## src/rtl/mp_add_pkg.sv

```systemverilog
// Shared definitions for the multi-precision add/subtract sequencer.
//   state_e      : sequencer FSM state encoding
//   DefaultW     : default adder slice width in bits
//   DefaultWords : default number of slices per operand
package mp_add_pkg;

  typedef enum logic [1:0] {
    StIdle = 2'd0,
    StRun  = 2'd1,
    StDone = 2'd2
  } state_e;

  localparam int unsigned DefaultW     = 16;
  localparam int unsigned DefaultWords = 4;

endpackage

```

## src/rtl/add_slice.sv

```systemverilog
// Combinational W-bit adder slice with carry in and carry out.
// Ports:
//   a, b : W-bit addends
//   ci   : carry in
//   s    : W-bit sum
//   co   : carry out of the slice
module add_slice #(
  parameter int unsigned W = 16
) (
  input  logic [W-1:0] a,
  input  logic [W-1:0] b,
  input  logic         ci,
  output logic [W-1:0] s,
  output logic         co
);

  logic [W:0] sum;

  assign sum = {1'b0, a} + {1'b0, b} + {{W{1'b0}}, ci};
  assign s   = sum[W-1:0];
  assign co  = sum[W];

endmodule

```

## src/rtl/mp_add_sequencer.sv

```systemverilog
// Multi-precision add/subtract sequencer. Runs one W-bit adder slice over WORDS cycles,
// least-significant word first, chaining the carry to form a W*WORDS-bit result.
// Ports:
//   clk, rst          : clock and synchronous active-high reset
//   in_valid/in_ready : operand handshake (op_a, op_b, op_sub, cin)
//   out_valid/out_ready : result handshake (result, cout, ovf)
//   busy              : high while an operation is running or waiting to be consumed
module mp_add_sequencer
  import mp_add_pkg::*;
#(
  parameter int unsigned W     = DefaultW,
  parameter int unsigned WORDS = DefaultWords
) (
  input  logic               clk,
  input  logic               rst,
  input  logic               in_valid,
  output logic               in_ready,
  input  logic [W*WORDS-1:0] op_a,
  input  logic [W*WORDS-1:0] op_b,
  input  logic               op_sub,
  input  logic               cin,
  output logic               out_valid,
  input  logic               out_ready,
  output logic [W*WORDS-1:0] result,
  output logic               cout,
  output logic               ovf,
  output logic               busy
);

  localparam int unsigned IdxW = $clog2(WORDS);
  localparam logic [IdxW-1:0] LastIdx = IdxW'(WORDS - 1);

  state_e                     state_q, state_d;
  logic [WORDS-1:0][W-1:0]    a_q, a_d;
  logic [WORDS-1:0][W-1:0]    b_q, b_d;      // holds ~op_b for subtract
  logic [WORDS-1:0][W-1:0]    result_q, result_d;
  logic [IdxW-1:0]            idx_q, idx_d;
  logic                       carry_q, carry_d;
  logic                       cout_q, cout_d;
  logic                       ovf_q, ovf_d;

  logic [W-1:0]               slice_s;
  logic                       slice_co;

  add_slice #(
    .W (W)
  ) u_add_slice (
    .a  (a_q[idx_q]),
    .b  (b_q[idx_q]),
    .ci (carry_q),
    .s  (slice_s),
    .co (slice_co)
  );

  always_comb begin
    state_d  = state_q;
    a_d      = a_q;
    b_d      = b_q;
    result_d = result_q;
    idx_d    = idx_q;
    carry_d  = carry_q;
    cout_d   = cout_q;
    ovf_d    = ovf_q;
    unique case (state_q)
      StIdle: begin
        if (in_valid) begin
          a_d     = op_a;
          b_d     = op_sub ? ~op_b : op_b;
          // Subtract is A + ~B + 1, so the external carry-in is ignored.
          carry_d = op_sub ? 1'b1 : cin;
          idx_d   = '0;
          state_d = StRun;
        end
      end
      StRun: begin
        result_d[idx_q] = slice_s;
        carry_d         = slice_co;
        if (idx_q == LastIdx) begin
          cout_d  = slice_co;
          // Carry into the MSB is a^b^s at that bit; overflow when it differs from carry out.
          ovf_d   = a_q[idx_q][W-1] ^ b_q[idx_q][W-1] ^ slice_s[W-1] ^ slice_co;
          state_d = StDone;
        end else begin
          idx_d = idx_q + 1'b1;
        end
      end
      StDone: begin
        if (out_ready) begin
          state_d = StIdle;
        end
      end
      default: state_d = StIdle;
    endcase
  end

  always_ff @(posedge clk) begin
    if (rst) begin
      state_q  <= StIdle;
      a_q      <= '0;
      b_q      <= '0;
      result_q <= '0;
      idx_q    <= '0;
      carry_q  <= 1'b0;
      cout_q   <= 1'b0;
      ovf_q    <= 1'b0;
    end else begin
      state_q  <= state_d;
      a_q      <= a_d;
      b_q      <= b_d;
      result_q <= result_d;
      idx_q    <= idx_d;
      carry_q  <= carry_d;
      cout_q   <= cout_d;
      ovf_q    <= ovf_d;
    end
  end

  // in_ready is masked by rst so no request is taken while reset is held.
  assign in_ready  = (state_q == StIdle) && !rst;
  assign out_valid = (state_q == StDone);
  assign busy      = (state_q != StIdle);
  assign result    = result_q;
  assign cout      = cout_q;
  assign ovf       = ovf_q;

endmodule

```

## config.mk

```make
export PLATFORM = sky130hd
export DESIGN_NAME = mp_add_sequencer
export DESIGN_NICKNAME = d
export VERILOG_FILES = /design/src/rtl/mp_add_pkg.sv /design/src/rtl/add_slice.sv /design/src/rtl/mp_add_sequencer.sv
export SDC_FILE = /design/constraint.sdc
export NUM_CORES = 1
export LEC_CHECK = 0
export BUFFER_PORTS_ARGS = -buffer_cell sky130_fd_sc_hd__buf_4
export CORE_UTILIZATION = 50
export DETAILED_ROUTE_END_ITERATION = 7
export PLACE_DENSITY = 0.75
export SLEW_MARGIN = 10
export SYNTH_ARGS = -nofsm -noshare
export SYNTH_HDL_FRONTEND = slang
export SYNTH_HIERARCHICAL = 1
export SYNTH_SLANG_ARGS = --single-unit
```

## constraint.sdc

```tcl
create_clock -name clk -period 4.3 [get_ports clk]
set_input_delay 0.43 -clock clk [delete_from_list [all_inputs] [get_ports clk]]
set_output_delay 0.43 -clock clk [all_outputs]
set_load 0.1 [all_outputs]
```

==> flow_summary.json <==
{
  "r2r_end": "ovf",
  "synth_top_family_by_area": "compound AO/OA/AOI/OAI gates",
  "seq_area_frac_synth_pct": 44.30,
  "use_met1_pct": 32.53,
  "max_clock_freq_mhz": 261.0,
  "slew_headroom_pct": 34.42,
  "drt_iter0_drc": 539,
  "ios": 203,
  "final_nets": 1324,
  "min_path_cells": 3,
  "whs_endpoint": "a_q[53]",
  "n_antenna_cell": 0,
  "cap_violations": 0,
  "crit_arrival_ps": 4190,
  "grt_pass1_vias": 7034,
  "synth_xor_area_share_pct": 7.945,
  "fin_area_um2": 11110,
  "synth_edf_count": 0,
  "final_cells": 1406,
  "port_buffers": 202,
  "worstPathRequired_ps": 4660,
  "dpl_cell_area_um2": 10530,
  "cts_resized": 0,
  "start_kind": "register",
  "final_hold_viol_count": 0,
  "grt_first_pass_wirelength_mm": 35.54,
  "post-cts-setup-buffers": 0,
  "synth_cells": 1019,
  "grt_use_met2_pct": 42.33,
  "fin_skew_ps": 8.994,
  "rows": 48,
  "post-dp-hpwl_mm": 16.28,
  "path_class": "reg2reg",
  "finalCritPeriodShare_pct": 89.09,
  "ys_types": 48,
  "routed_wirelength_mm": 22.80,
  "reg2reg_depth": 12,
  "leakagePower_nw": 4.360,
  "grt_overflow": 0,
  "ys_warn_count": 6,
  "start_util_pct": 51.63,
  "grt_usage_pct": 25.16,
  "min_from": "op_a[53]",
  "drive_gt1_share_pct": 24.56,
  "reg2reg_from": "idx_q[0]",
  "vias": 7568,
  "place_inst": 1375,
  "synth_fa_ha_area_share_pct": 3.089,
  "setup_viol": 0,
  "core-area_um2": 17420,
  "clk_latency_ps": 440,
  "globalplace.congestion": 0.8683,
  "root_buffer": "clkbuf_16",
  "drc": 0,
  "worst_slew_pin_slew_ps": 983.7,
  "endpoint_kind": "register",
  "ant_nets": 0,
  "cts_sinks": 199,
  "drt_pass1_iterations": 5,
  "clock_path_buffers": 2,
  "reg2reg_slack_ps": 470,
  "worstPathMaxFanout": 7,
  "die_area_um2": 18520,
  "fin_crit_ps": 3831,
  "cts_made_buffers": 17,
  "synth_nets": 1174,
  "synth_area_um2": 8992,
  "cts_tree": "built",
  "area_delta_synth_final_pct": 23.57,
  "min_path_type": "in2reg",
  "grtUsageMet3_pct": 4.139,
  "wire_per_inst_um": 16.21,
  "die_h_um": 136.1,
  "clk_pin_slew_worst_paths_ps": 70,
  "final_max_slew_viol_count": 0,
  "synth.area.mux_share_pct": 8.126,
  "grt_antenna_before_repair": 0,
  "status": "completed",
  "cts_hold_buf": 0,
  "htree_levels": 4,
  "grt_max_degree": 157,
  "synthFlopType": "dfxtp_1",
  "ir_drop_uv": 322.4,
  "synth.avg_cell_area_um2": 8.825,
  "setup_tns_ps": 0,
  "busiest_layer": "met2",
  "p_per_area_nw_per_um2": 402.6,
  "via_per_inst": 5.383,
  "ys_seq_elements": 199,
  "synthArstFlopShare_pct": 0,
  "die_width_um": 136.1,
  "synth-compound-area-share_pct": 16.21,
  "synthSimpleGateAreaFrac_pct": 16.14,
  "rsz0062_at_grt": "false"
}
layout by cell type (no fill, tap or decap), types with 5 or more instances in the layout:
master / Yosys / routed
ha_1: 19 / 19
clkbuf_16: 0 / 17
nand3_1: 5 / 5
dfxtp_1: 199 / 197
nor2_1: 71 / 71
xor2_1: 6 / 6
buf_4: 0 / 209
nand2_1: 262 / 262
xnor2_1: 73 / 73
a21oi_1: 141 / 141
mux4_2: 32 / 32
inv_1: 7 / 7
a211oi_1: 64 / 64
kinds of logic after synthesis:
group                    count (synthesis)
buffers and inverters                   87
AO/OA/AOI/OAI                          237
AND/OR/NAND/NOR                        362
multiplexers                            33
adder cells (fa/ha/maj)                 21
flip-flops                             199
XOR/XNOR                                80
flip-flops by register name, indices dropped and copies added (netlist names):
signal and count:
idx_q 2, state_q 2, ovf 1, a_q 64, carry_q 1, result 64, b_q 64, cout 1
stage by stage:
stage / setup slack (ps) / hold slack (ps) / util, % / total power [W]
6_report: 469.0 / 235.3 / 63.80 / 0.004473
4_1_cts: 479.6 / 224.7 / 63.80 / 0.004488
3_3_place_gp: 572.5 / 440.8 / 60.47 / 0.002913
3_5_place_dp: 506.0 / 443.1 / 60.47 / 0.002926
2_1_floorplan: 341.7 / 433.1 / - / 0.002649
5_1_grt: 262.7 / 237.4 / 63.80 / 0.004633
final cells by class:
class	count	area, um^2
inverters	7	26.28
clock buffers	21	460.4
well taps	225	281.5
flip-flops and latches	199	3986
clock inverters	10	120.1
multi-input cells	733	4637
repair buffers	211	1600
fillers	1510	6305
critical path: stages (launching register included):
cell and delay (ps):
dfxtp_2 430, mux4_2 560, fa_1 480, fa_1 430, a21oi_2 200, o21ai_2 100
a21oi_2 220, o221ai_2 170, a221o_1 310, a21o_1 220, xor2_1 170, xnor3_1 250
a211oi_2 210
worst max-delay path by stage:
stage | from | endpoint | slack, ps | depth (start not counted)
final | idx_q[0] | ovf | 470 | 12
after global routing | idx_q[0] | ovf | 260 | 12
after CTS | idx_q[0] | ovf | 480 | 12
after detailed placement | idx_q[0] | ovf | 510 | 12
after global placement | idx_q[0] | ovf | 570 | 12
after floorplan | idx_q[0] | ovf | 340 | 14
layer usage:
metal	up-vias	wire length, um	share of wire, %
met5	-	0	0
met2	265	11090	49
met3	36	1499	6.6
met4	0	450	2.0
met1	3498	9751	43
li1	3769	-	-
synthesized netlist by cell type, types with 6 or more instances:
library cell,n,share of area (%)
nand2_1,262,11
dfxtp_1,199,44
ha_1,19,2.6
inv_1,7,0.29
a21oi_1,141,7.8
buf_2,34,1.9
xnor2_1,73,7.1
a211oi_1,64,5.3
xor2_1,6,0.58
mux4_2,32,8.0
nor2_1,71,3.0
clkbuf_1,39,1.6
buf_1,6,0.25
power by group:
part	leakage [nW]	switching, W	internal [W]
sequential	1.63	0.0000680	0.00195
clock	0.280	0.000694	0.000888
combinational	2.45	0.000535	0.000337
Note: power is estimated with default switching activity, not from simulation.
